`src/rtl/uart_tx_if.sv`:
```
// UART transmitter handshake bundle: start strobe, oversample tick and byte in,
// serial line plus busy/done status out.
interface uart_tx_if;
  logic       tx_start;
  logic       s_tick;
  logic [7:0] din;
  logic       tx;
  logic       tx_busy;
  logic       tx_done_tick;

  // Requester side (bus bridge or bench)
  modport master (
    output tx_start, s_tick, din,
    input  tx, tx_busy, tx_done_tick
  );

  // Transmitter side
  modport slave (
    input  tx_start, s_tick, din,
    output tx, tx_busy, tx_done_tick
  );
endinterface

```
`src/rtl/uart_tx.sv`:
```
// UART serial transmitter: start bit, DBIT data bits LSB-first, optional
// parity bit, SB_TICK/16 stop bits, paced by a 16x oversampling s_tick.
module uart_tx #(
  parameter int unsigned DBIT    = 8,
  parameter int unsigned SB_TICK = 16,
  parameter int unsigned PARITY  = 0
) (
  input  logic     clk,
  input  logic     rst,
  uart_tx_if.slave bus
);

  localparam int unsigned TICK_W = 5;
  localparam int unsigned BIT_W  = 3;
  localparam logic [TICK_W-1:0] TICK_LAST = TICK_W'(15);
  localparam logic [TICK_W-1:0] STOP_LAST = TICK_W'(SB_TICK - 1);
  localparam logic [BIT_W-1:0]  BIT_LAST  = BIT_W'(DBIT - 1);
  localparam bit HAS_PAR = (PARITY != 0);
  localparam bit ODD_PAR = (PARITY == 1);

  typedef enum logic [2:0] {
    S_IDLE,
    S_START,
    S_DATA,
    S_PARITY,
    S_STOP
  } state_t;

  state_t            r_state;
  logic [TICK_W-1:0] r_tick;
  logic [BIT_W-1:0]  r_bit;
  logic [7:0]        r_shift;
  logic              r_par;
  logic              r_tx;
  logic              r_busy;
  logic              w_par_nxt;
  logic              w_done;

  // Parity accumulator including the data bit currently on the line
  assign w_par_nxt = r_par ^ r_shift[0];

  // Done pulse is the final stop tick itself, so it leads the return to idle
  assign w_done = (r_state == S_STOP) && bus.s_tick && (r_tick == STOP_LAST);

  assign bus.tx           = r_tx;
  assign bus.tx_busy      = r_busy;
  assign bus.tx_done_tick = w_done;

  // Frame sequencer; tx is loaded with the level of the state being entered
  always_ff @(posedge clk or posedge rst) begin
    if (rst) begin
      r_state <= S_IDLE;
      r_tick  <= '0;
      r_bit   <= '0;
      r_shift <= '0;
      r_par   <= 1'b0;
      r_tx    <= 1'b1;
      r_busy  <= 1'b0;
    end else begin
      case (r_state)
        S_IDLE: begin
          // A tick coinciding with the start strobe is not counted
          if (bus.tx_start) begin
            r_state <= S_START;
            r_shift <= bus.din;
            r_tick  <= '0;
            r_par   <= 1'b0;
            r_tx    <= 1'b0;
            r_busy  <= 1'b1;
          end
        end

        S_START: begin
          if (bus.s_tick) begin
            if (r_tick == TICK_LAST) begin
              r_state <= S_DATA;
              r_tick  <= '0;
              r_bit   <= '0;
              r_tx    <= r_shift[0];
            end else begin
              r_tick <= r_tick + TICK_W'(1);
            end
          end
        end

        S_DATA: begin
          if (bus.s_tick) begin
            if (r_tick == TICK_LAST) begin
              r_tick  <= '0;
              r_par   <= w_par_nxt;
              r_shift <= {1'b0, r_shift[7:1]};
              if (r_bit == BIT_LAST) begin
                if (HAS_PAR) begin
                  r_state <= S_PARITY;
                  r_tx    <= ODD_PAR ? ~w_par_nxt : w_par_nxt;
                end else begin
                  r_state <= S_STOP;
                  r_tx    <= 1'b1;
                end
              end else begin
                r_bit <= r_bit + BIT_W'(1);
                r_tx  <= r_shift[1];
              end
            end else begin
              r_tick <= r_tick + TICK_W'(1);
            end
          end
        end

        S_PARITY: begin
          if (bus.s_tick) begin
            if (r_tick == TICK_LAST) begin
              r_state <= S_STOP;
              r_tick  <= '0;
              r_tx    <= 1'b1;
            end else begin
              r_tick <= r_tick + TICK_W'(1);
            end
          end
        end

        S_STOP: begin
          if (bus.s_tick) begin
            if (r_tick == STOP_LAST) begin
              r_state <= S_IDLE;
              r_tick  <= '0;
              r_tx    <= 1'b1;
              r_busy  <= 1'b0;
            end else begin
              r_tick <= r_tick + TICK_W'(1);
            end
          end
        end

        default: begin
          r_state <= S_IDLE;
          r_tx    <= 1'b1;
          r_busy  <= 1'b0;
        end
      endcase
    end
  end

endmodule

```
`src/flat_wrapper.sv`:
```
// flat-port wrapper written by rule: the top's interface ports become plain ports
module uart_tx_flat 
#(
  parameter int unsigned DBIT    = 8,
  parameter int unsigned SB_TICK = 16,
  parameter int unsigned PARITY  = 0
)
  (clk, rst, bus_tx_start, bus_s_tick, bus_din, bus_tx, bus_tx_busy, bus_tx_done_tick);
  uart_tx_if bus_i ();
  input  logic clk;
  input  logic rst;
  input wire logic [$bits(bus_i.tx_start)-1:0] bus_tx_start;
  input wire logic [$bits(bus_i.s_tick)-1:0] bus_s_tick;
  input wire logic [$bits(bus_i.din)-1:0] bus_din;
  output wire logic [$bits(bus_i.tx)-1:0] bus_tx;
  output wire logic [$bits(bus_i.tx_busy)-1:0] bus_tx_busy;
  output wire logic [$bits(bus_i.tx_done_tick)-1:0] bus_tx_done_tick;
  assign bus_i.tx_start = bus_tx_start;
  assign bus_i.s_tick = bus_s_tick;
  assign bus_i.din = bus_din;
  assign bus_tx = bus_i.tx;
  assign bus_tx_busy = bus_i.tx_busy;
  assign bus_tx_done_tick = bus_i.tx_done_tick;
  uart_tx #(.DBIT(DBIT), .SB_TICK(SB_TICK), .PARITY(PARITY)) u_core (.clk(clk), .rst(rst), .bus(bus_i));
endmodule
```
`config.mk`:
```
export PLATFORM = sky130hd
export DESIGN_NAME = uart_tx_flat
export DESIGN_NICKNAME = d
export VERILOG_FILES = /design/src/rtl/uart_tx_if.sv /design/src/rtl/uart_tx.sv /design/src/flat_wrapper.sv
export SDC_FILE = /design/constraint.sdc
export NUM_CORES = 1
export LEC_CHECK = 0
export CAP_MARGIN = 5
export CELL_PAD_IN_SITES_DETAIL_PLACEMENT = 1
export CELL_PAD_IN_SITES_GLOBAL_PLACEMENT = 1
export CORE_MARGIN = 4
export CORE_UTILIZATION = 45
export CTS_BUF_LIST = sky130_fd_sc_hd__clkbuf_8 sky130_fd_sc_hd__clkbuf_16
export DETAILED_ROUTE_END_ITERATION = 8
export HOLD_SLACK_MARGIN = 0.02
export PLACE_DENSITY = 0.89
export SYNTH_ARGS = -nofsm -noshare
export SYNTH_HDL_FRONTEND = slang
export SYNTH_SLANG_ARGS = --single-unit
```
`constraint.sdc`:
```
create_clock -name clk -period 5 [get_ports clk]
set_input_delay 0.75 -clock clk [delete_from_list [all_inputs] [get_ports clk]]
set_output_delay 0.75 -clock clk [all_outputs]
set_load 0.01 [all_outputs]
```
# --- Yosys cells after proc, flatten, opt, wreduce, memory -nomap -nowiden ---
# Index checks and enable logic that the tools add are counted.
op_classes:
  n_reduce_logical: 15
  mux: 36
  bitwise: 1
  eq_ne: 20
  n_addsub: 2
op_table:
  columns: ["cell", "n"]
  rows:
  - ["2-to-1 mux 3 bit", 13]
  - ["2-to-1 mux 8 bit", 3]
  - ["one-hot mux 8 bit (2 select lines)", 1]
  - ["2-to-1 mux 5 bit", 3]
  - ["one-hot mux 3 bit (5 select lines)", 1]
  - ["!= test 2 x 1 -> 1 bit (second input constant)", 7]
  - ["!= test 2 bit (second input constant)", 7]
  - ["2-to-1 mux 1 bit", 11]
  - ["one-hot mux 5 bit (2 select lines)", 1]
  - ["AND reduction 10 bit", 1]
  - ["AND reduction 4 bit", 2]
  - ["AND reduction 7 bit", 1]
  - ["equality test 3 x 2 -> 1 bit (second input constant)", 2]
  - ["equality test 3 bit (second input constant)", 2]
  - ["one-hot mux 3 bit (2 select lines)", 1]
  - ["AND reduction 6 bit", 1]
  - ["nonzero test 2 bit", 3]
  - ["adder 5 x 1 -> 5 bit (second input constant)", 1]
  - ["equality test 5 x 4 -> 1 bit (second input constant)", 1]
  - ["one-hot mux 1 bit (4 select lines)", 1]
  - ["OR reduction 4 bit", 1]
  - ["adder 3 x 1 -> 3 bit (second input constant)", 1]
  - ["equality test 3 x 1 -> 1 bit (second input constant)", 1]
  - ["zero test 3 bit", 1]
  - ["6 further kinds", 7]
totals:
  out_inout_bits: 3
  elab_cells: 80
  regBits: 21
  input_bits: 12

# --- Logic depth before layout (Yosys ltp) ---
# Gate-level depths: netlist (run 1).
depth:
  depth_word: 5
  mapped_depth: 6
  ltp_nobuf: 6

# --- Least setup slack after synthesis (run 1) ---
# OpenSTA, ideal clock, no wires.
synth_path:
  path_type: "register -> output"
  start: "register u_core.r_tick[0]"
  end: "output bus_tx_done_tick"
  n_path_buf: 1
  setup_slack_ns: 2.997
  arrival_ns: 1.253
  path_stages_with_launch: 6
  t_required_ns: 4.250
  cell_sequence: "dfrtp_1 ha_1 and4b_4 nand2_2 clkbuf_1 nor2_1"
synth_between:
  elab_chain_cells: 2
synth_lines:
  columns: ["item", "line_no", "text"]
  rows:
  - ["from (decl)", "uart_tx.sv:30", "logic [TICK_W-1:0] r_tick;"]
  - ["from (signal assigned)", "uart_tx.sv:81", "r_tick <= r_tick + TICK_W'(1);"]
  - ["from (signal assigned)", "uart_tx.sv:105", "r_tick <= r_tick + TICK_W'(1);"]
  - ["from (signal assigned)", "uart_tx.sv:117", "r_tick <= r_tick + TICK_W'(1);"]
  - ["equality test 5 x 4 -> 1 bit", "uart_tx.sv:43", "assign w_done = (r_state == S_STOP) && bus.s_tick && (r_tick == STOP_LAST);"]
  - ["logical AND 1 bit", "uart_tx.sv:43", null]
  - ["to (decl)", "flat_wrapper.sv:17", "output wire logic [$bits(bus_i.tx_done_tick)-1:0] bus_tx_done_tick;"]
# No other way between the ends.

# --- Worst setup path in the final report (run 1) ---
layout_path:
  start: "input bus_s_tick"
  end: "output bus_tx_done_tick"
layout_between:
  elab_chain_cells: 2
layout_lines:
  columns: ["item", "line_no", "text"]
  rows:
  - ["from (decl)", "flat_wrapper.sv:13", "input wire logic [$bits(bus_i.s_tick)-1:0] bus_s_tick;"]
  - ["logical AND 1 bit (2 in a row)", "uart_tx.sv:43", null]
# No other way between the ends.

==> results of run 1 <==
==> critical path: stages <==
cell and delay [ns]:
clkdlybuf4s50_1 0.52, nand2_2 0.18, nor2_1 0.14, clkdlybuf4s50_1 0.54
==> power groups by stage <==
| stage | registers, mW | logic, mW | clock network [mW] |
|---|---|---|---|
| after floorplan | 0.284 | 0.181 | 0 |
| after global placement | 0.303 | 0.214 | 0 |
| after detailed placement | 0.309 | 0.229 | 0 |
| after CTS | 0.305 | 0.236 | 0.117 |
| after global routing | 0.318 | 0.267 | 0.128 |
| final | 0.305 | 0.234 | 0.117 |
==> sequential cells by signal, summed over array words and instances (netlist names) <==
name                count
u_core.bus.tx           1
u_core.bus.tx_busy      1
u_core.r_bit            3
u_core.r_shift          8
u_core.r_state          3
u_core.r_tick           5
==> kinds of logic after synthesis <==
logic type,after synthesis
xor+xnor,1
simple gates,42
mux,5
flops,21
buf+inv,11
fa+ha+maj,3
compound gates,28
==> stage by stage <==
step / std cells / util / total power [mW]
2_1_floorplan: 111 / - / 0.4644
3_3_place_gp: 147 / 0.5577 / 0.5166
3_5_place_dp: 147 / 0.5577 / 0.5374
4_1_cts: 151 / 0.5779 / 0.6577
5_1_grt: 151 / 0.5779 / 0.7137
6_report: 151 / 0.5779 / 0.6563
==> worst max path at each step <==
stage | from | to | cells after the start
after floorplan | u_core.r_tick[0] | bus_tx_done_tick | 5
after global placement | bus_s_tick | bus_tx_done_tick | 4
after detailed placement | bus_s_tick | bus_tx_done_tick | 4
after CTS | bus_s_tick | bus_tx_done_tick | 4
after global routing | bus_s_tick | bus_tx_done_tick | 4
final | bus_s_tick | bus_tx_done_tick | 4
==> metal layers <==
layer | part of all wire | global-route usage | vias up
met5 | 0 | 0 | -
met4 | 0.024 | 0.09934 | 0
met3 | 0.036 | 0.04454 | 7
met2 | 0.49 | 0.3242 | 17
met1 | 0.45 | 0.2347 | 460
li1 | - | - | 438
==> cell type report <==
cell class	count	share of cell area
clock buffer	3	0.03110
clock inverter	1	0.003770
inverter	5	0.01414
multi-input combinational	79	0.4222
sequential	21	0.3968
tap	28	0.02639
timing repair buffer	14	0.1056
==> placed cells by master (no fill, tap or decap), types with 3 or more instances in the layout <==
master	synthesis	final
nand2_1	8	8
mux2i_1	3	3
clkdlybuf4s50_1	0	14
clkbuf_8	0	3
nand3_1	4	4
ha_1	3	3
a21oi_1	3	3
o221a_1	7	7
dfrtp_1	20	20
o21ai_0	6	6
inv_1	4	4
o21ai_1	3	3
nor2_1	6	6
or3_1	10	10
==> impl_metrics.tcl, run 1 <==
set metrics [dict create \
    die_w_um 58.14 \
    grt_pass1_vias 1029 \
    combPwrFrac 0.357 \
    synth_nets 126 \
    placed_cell_area_mm2 0.001281 \
    wl_um 2783 \
    ir_drop_mv 0.2694 \
    clkSlewWorstSetupHoldPaths_ns 0.08 \
    setup_viol 0 \
    slew_headroom 0.4488 \
    synth_area_leaders "dfrtp_1 44%, o221a_1 7.0%, or3_1 5.5%" \
    holdPathStages 1 \
    areaGrowthSynthToFinish_pct 17.37 \
    dp_slack_ns 2.130 \
    arrival_ns 2.13 \
    worstSetupStartpointType "input pin" \
    yosys_warnings 0 \
    synth_largest_area_cell "dfrtp_1" \
    synth-simple-area-share 0.2179 \
    dieArea_mm2 0.003380 \
    synth-seq-area-share 0.4657 \
    syn_avg_cell_area_um2 10.19 \
    swShare 0.3739 \
    io_buffers 14 \
    drive_above_1_share 0.08943 \
    antenna_found_initial 0 \
    r2r-start "u_core.r_state[2]" \
    fmax_mhz 346.8 \
    tns_ns 0 \
    final_area_mm2 0.001328 \
    reg2regPathDepth 4 \
    synth-edff-count 0 \
    hold_buffers 0 \
    cts-root-buf "clkbuf_8" \
    power.share.sequential 0.465 \
    avgViaCountPerCell 6.106 \
    fin_ws_ns 2.117 \
    whs_endpoint "u_core.r_tick[4]" \
    netSwitchingPower_uw 245.4 \
    status "finished clean" \
    fin_skew_ns 0.003244 \
    wl_per_cell_um 18.43 \
    cts_max_level 1 \
    drv_cap 0 \
    gr-usage-all-layers 0.1950 \
    ys_types 40 \
    synth_ff_type "dfrtp_1" \
    power_density_mw_per_mm2 494.4 \
    dr.pass1.iters 2 \
    overflow 0 \
    grt_pass1_wl_um 5023 \
    synth_top_area_share 0.4425 \
    synthXorXnorAreaFrac 0.007743 \
    synthAdderAreaFrac 0.03319 \
    ant_nets 0 \
    report.final.slew_viol_count 0 \
    multi_input_area_um2 560.5 \
    cts_buffers 3 \
    vias 922 \
    cts_tree "built" \
    async_reset_ff_frac 1.000 \
    synthesis.instances 111 \
    cts_sinks 21 \
    r2r_end "u_core.r_tick[3]" \
    grt_max_degree 26 \
    fin_crit_sh 0.5767 \
    hp-start "u_core.r_tick[4]" \
    finalWeightedCongestion 0.7222 \
    post-cts-setup-buffers 0 \
    synth.most_common_cell "dfrtp_1" \
    seq_area_um2 526.8 \
    cts-resized-gates 0 \
    placementRows 17 \
    core_mm2 0.002297 \
    antenna_cells 0 \
    leakagePower_nw 0.5636 \
    nNetsFinal 139 \
    initial_core_util 0.4924 \
    worstMarginPinSlew_ns 0.8259 \
    worstSetupPathType "in2out" \
    hold_class "reg2reg" \
    clock_latency_ns 0.27 \
    r2r_slack_ns 2.78 \
    drt_iter0_drc 22 \
    clockPowerShare 0.178 \
    synth.area.mux_share 0.04646 \
    die_h_um 58.14 \
    synth_top_family_by_area "simple AND/OR/NAND/NOR gates" \
    synth-compound-area-share 0.1903 \
    hold_viol 0 \
    p_int_uw 410.9 \
    drcViolationCount 0 \
    min_period_ns 2.883 \
    critical_path_required_ns 4.25 \
    yosys-top-cells-count "20 x dfrtp_1, 10 x or3_1, 8 x nand2_1" \
    hold_ws_ns 0.5013 \
    cts_buffer_depth 2 \
    critPathMaxFanout 13 \
    fill_cells 262 \
    dp.final_hpwl_um 1880 \
    io_pins 15 \
    ys_ff_latch 21 \
    cp-end-kind "primary output" \
    rsz0062_at_grt "no" \
    netlist_area_mm2 0.001131 \
]
Note: power is estimated with default switching activity, not from simulation.
==> run 2: changes to the inputs <==
Settings changed: CORE_UTILIZATION 45 to 37, PLACE_DENSITY 0.89 to 0.79.
Clock period 5 ns to 2.4 ns, I/O delays scaled along.
==> run 2 against run 1 <==
Net effect:
- combinational power rose by 120%
- register-to-register slack got worse by 2.4 ns
- final cell count rose by 4.0%
- clock-buffer cell count did not move
- routed wire length fell by 5.1%
- critical path type is now reg2reg
- global-route usage fell by 4.9 points
- non-clock buffer count rose by 3
- sequential cell count did not move
==> impl_metrics.tcl, run 2 (same netlist as run 1, synthesis figures left out) <==
set metrics [dict create \
    status "finished clean" \
    grt_max_degree 22 \
    hold_viol 0 \
    r2r-start "u_core.r_tick[0]" \
    io_buffers 14 \
    critical_path_required_ns 2.55 \
    core_mm2 0.002829 \
    finalWeightedCongestion 0.7396 \
    grt_pass1_wl_um 4685 \
    clkSlewWorstSetupHoldPaths_ns 0.08 \
    worstSetupStartpointType "flip-flop" \
    wl_per_cell_um 16.82 \
    path_buf_inv 0 \
    crit_chain "ha_2 -> and4b_4 -> nand2_4 -> or4_1 -> o221a_1" \
    final_cell_mix "20 x dfrtp_1, 13 x clkdlybuf4s50_1, 10 x or3_1" \
    cts_buffers 3 \
    cts_sinks 21 \
    hp-start "u_core.r_tick[4]" \
    dp.final_hpwl_um 1889 \
    top_regs "u_core.r_shift: 8 flops, u_core.r_tick: 5 flops" \
    r2r_slack_ns 0.40 \
    min_period_ns 1.995 \
    setup_viol 0 \
    hold_buffers 0 \
    crit_slowest_cell "or4_1" \
    whs_endpoint "u_core.r_tick[4]" \
    cts_tree "built" \
    seq_area_um2 526.8 \
    avgViaCountPerCell 5.904 \
    leakagePower_nw 0.6038 \
    r2r_end "u_core.r_shift[4]" \
    report.final.slew_viol_count 0 \
    multi_input_area_um2 568.0 \
    power_density_mw_per_mm2 1006 \
    fin_crit_sh 0.8314 \
    worstMarginPinSlew_ns 0.8011 \
    vias 927 \
    tns_ns 0 \
    initial_core_util 0.3998 \
    antenna_cells 0 \
    worstSetupPathType "reg2reg" \
    dieArea_mm2 0.004006 \
    dp_slack_ns 0.3057 \
    dr.pass1.iters 4 \
    fill_cells 323 \
    fmax_mhz 501.2 \
    clock_latency_ns 0.26 \
    arrival_ns 2.15 \
    placementRows 19 \
    cts-root-buf "clkbuf_8" \
    cts_max_level 1 \
    nNetsFinal 142 \
    wl_um 2640 \
    cp-end-kind "flip-flop" \
    drv_cap 0 \
    areaGrowthSynthToFinish_pct 20.58 \
    ant_nets 0 \
    holdPathStages 1 \
    drive_above_1_share 0.1190 \
    die_h_um 63.29 \
    hold_class "reg2reg" \
    drcViolationCount 0 \
    fin_skew_ns 0.004777 \
    drt_iter0_drc 20 \
    critPathMaxFanout 13 \
    largest_reg_flops 8 \
    slew_headroom 0.4654 \
    die_w_um 63.29 \
    fin_ws_ns 0.4046 \
    cts_buffer_depth 2 \
    top_register "u_core.r_shift" \
    rsz0062_at_grt "no" \
    cp_top_family "simple AND/OR/NAND/NOR gates" \
    grt_pass1_vias 1005 \
    io_pins 15 \
    overflow 0 \
    gr-usage-all-layers 0.1460 \
    ir_drop_mv 0.4724 \
    layout_commonest_cell "dfrtp_1" \
    antenna_found_initial 0 \
    max_stage_delay_ns 0.57 \
    reg2regPathDepth 5 \
]
## run 2: worst max-delay path by stage
stage	from	end	slack (ns)	cells past startpoint
finish	u_core.r_tick[0]	u_core.r_shift[4]	0.40	5
global route	u_core.r_tick[0]	u_core.r_shift[1]	0.29	5
CTS	u_core.r_tick[0]	bus_tx_done_tick	0.004	5
detailed placement	bus_s_tick	bus_tx_done_tick	0.31	4
global placement	bus_s_tick	bus_tx_done_tick	0.34	4
floorplan	u_core.r_bit[0]	u_core.r_bit[0]	0.63	6
## run 2: worst register-to-register path, stage by stage, from the launching register on
cell     delay [ns]
dfrtp_1        0.39
ha_2           0.23
and4b_4        0.28
nand2_4        0.11
or4_1          0.57
o221a_1        0.30
## run 2: repair_timing
action | in CTS | in global routing
buffers inserted | 0 | 1
resized for setup | 0 | 3
endpoints found under the setup margin | 0 | 1
## run 2: final cells by class
type | instances | area share
multi-input cells | 79 | 0.4165
flip-flops and latches | 21 | 0.3862
repair buffers | 17 | 0.1211
clock buffers | 3 | 0.03028
well taps | 31 | 0.02844
inverters | 5 | 0.01376
clock inverters | 1 | 0.003670
## run 2: where the power goes
| part | total [mW] | switching (mW) | internal (mW) |
|---|---|---|---|
| sequential | 0.635 | 0.136 | 0.499 |
| clock | 0.233 | 0.117 | 0.116 |
| combinational | 0.504 | 0.246 | 0.259 |
| total | 1.37 | 0.499 | 0.873 |
## run 2: per-layer routing
layer	global-route usage	vias to the layer above	wire [um]
li1	-	440	-
met1	0.1833	460	1176
met2	0.2451	21	1288
met3	0.04085	6	125
met4	0.04043	0	50
met5	0	-	0
## run 2: per-stage QoR
stage	total power, mW	instances	util	hold WS (ns)	cell area (um^2)
2_1_floorplan	0.9674	111	-	0.3358	1131
3_5_place_dp	1.129	152	0.4595	0.4726	1300
6_report	1.372	157	0.4821	0.4834	1364
4_1_cts	1.376	156	0.4759	0.4905	1346
3_3_place_gp	1.085	152	0.4595	0.4655	1300
5_1_grt	1.490	157	0.4821	0.5243	1364
==> run 3: changes to the inputs <==
Settings changed: CORE_UTILIZATION 37 to 41, PLACE_DENSITY 0.79 to 0.83.
Clock period 2.4 ns to 1.9 ns, I/O delays scaled along.
==> run 3 against run 2 <==
Net effect:
- via count up 4.1%
- register-to-register slack got worse by 0.33 ns
- final area increased by 6.1%
- first-iteration DRC count fell by 15%
- non-clock buffer count up 9
- final cell count is 5.1% higher
- sequential share of layout area down 2.2 points
==> impl_metrics.tcl, run 3 (same netlist as run 1, synthesis figures left out) <==
set metrics [dict create \
    top_register "u_core.r_shift" \
    power_density_mw_per_mm2 1252 \
    hold_class "in2async" \
    antenna_cells 0 \
    cts_buffer_depth 2 \
    hold_ws_ns 0.2690 \
    cts-root-buf "clkbuf_8" \
    r2r-start "u_core.r_bit[0]" \
    rsz0062_at_grt "no" \
    gr-usage-all-layers 0.1799 \
    crit_start "u_core.r_bit[0]" \
    finalPower_mw 1.812 \
    cts_tree "built" \
    worstSetupStartpointType "flip-flop" \
    min_period_ns 1.821 \
    setup_viol 0 \
    ir_drop_mv 0.6171 \
    wl_um 2888 \
    cp-end-kind "flip-flop" \
    overflow 0 \
    reg2regPathDepth 6 \
    hold_viol 0 \
    critical_path_required_ns 2.04 \
    clkSlewWorstSetupHoldPaths_ns 0.08 \
    fmax_mhz 549.1 \
    cts_max_level 1 \
    grt_pass1_vias 1036 \
    avgViaCountPerCell 5.848 \
    dieArea_mm2 0.003663 \
    finalWeightedCongestion 0.7669 \
    grt_max_degree 15 \
    critPathMaxFanout 3 \
    wl_per_cell_um 17.50 \
    placementRows 18 \
    largest_reg_flops 8 \
    fin_crit_sh 0.9584 \
    clock_latency_ns 0.26 \
    layout_commonest_cell "dfrtp_1" \
    report.final.slew_viol_count 0 \
    tns_ns 0 \
    nNetsFinal 151 \
    grt_pass1_wl_um 4864 \
    slew_headroom 0.6883 \
    drcViolationCount 0 \
    leakagePower_nw 0.6296 \
    antenna_found_initial 0 \
    arrival_ns 1.96 \
    status "finished clean" \
    die_h_um 60.53 \
    r2r_slack_ns 0.08 \
    cts_buffers 3 \
    vias 965 \
    top_regs "u_core.r_shift: 8 flops, u_core.r_tick: 5 flops" \
    io_pins 15 \
    io_buffers 14 \
    worstMarginPinSlew_ns 0.4660 \
    die_w_um 60.53 \
    drt_iter0_drc 17 \
    initial_core_util 0.4444 \
    dr.pass1.iters 4 \
    fin_skew_ns 0.004397 \
    cts_sinks 21 \
    hold_buffers 0 \
    endpoint "u_core.r_bit[0]" \
    r2r_end "u_core.r_bit[0]" \
    worstSetupPathType "reg2reg" \
    drive_above_1_share 0.2074 \
    dp.final_hpwl_um 2206 \
    drv_cap 0 \
    core_mm2 0.002545 \
    ant_nets 0 \
    final_cell_mix "20 x dfrtp_1, 13 x clkdlybuf4s50_1, 12 x buf_4" \
    areaGrowthSynthToFinish_pct 27.99 \
]
==> run 3: worst min path at each step <==
stage                      from            endpoint  slack [ns]  cells past startpoint
4_1_cts                     rst   u_core.r_shift[2]        0.28                      2
3_3_place_gp   u_core.r_tick[4]    u_core.r_tick[4]        0.46                      1
6_report                    rst   u_core.r_shift[1]        0.27                      2
5_1_grt                     rst   u_core.r_shift[1]        0.29                      2
3_5_place_dp   u_core.r_tick[4]    u_core.r_tick[4]        0.47                      1
2_1_floorplan               rst  u_core.bus.tx_busy        0.26                      1
==> run 3: what timing repair did <==
action | 4_1_cts | 5_1_grt
setup endpoints to repair | 11 | 2
pin swaps | 1 | 2
setup buffers | 2 | 1
resized for setup | 4 | 5
==> run 3: final cells by class <==
cell class,instances,area (um^2)
fill,285,1097
multi-input combinational,79,593.1
sequential,21,526.8
timing repair buffer,26,225.2
clock buffer,3,41.29
tap,30,37.54
inverter,5,18.77
clock inverter,1,5.005
==> run 3: worst max-delay path, cell delays in order, from the launching register on <==
cell and delay (ns):
dfrtp_1 0.39, ha_1 0.24, ha_4 0.19, nor3b_4 0.18, nor2_1 0.06, or3_4 0.34, mux2_1 0.32
==> run 3: metal layers <==
layer,vias up,share of wire,GRT usage
met4,0,0.010,0.04954
met2,18,0.52,0.3241
met1,483,0.43,0.2237
met5,-,0,0
met3,4,0.040,0.02766
li1,460,-,-
==> run 3: through the flow <==
stage	utilization	cell area (um^2)	worst slack, ns	cells
after floorplan	-	1131	0.1268	111
after CTS	0.5590	1423	0.01754	164
after detailed placement	0.5310	1351	-0.05091	158
after global placement	0.5310	1351	-0.002468	158
final	0.5688	1448	0.07898	165
after global routing	0.5688	1448	0.001821	165
==> run 3: power by group <==
part	switching (mW)	internal, mW
logic	0.336	0.371
registers	0.185	0.630
clock network	0.144	0.146
total	0.665	1.15
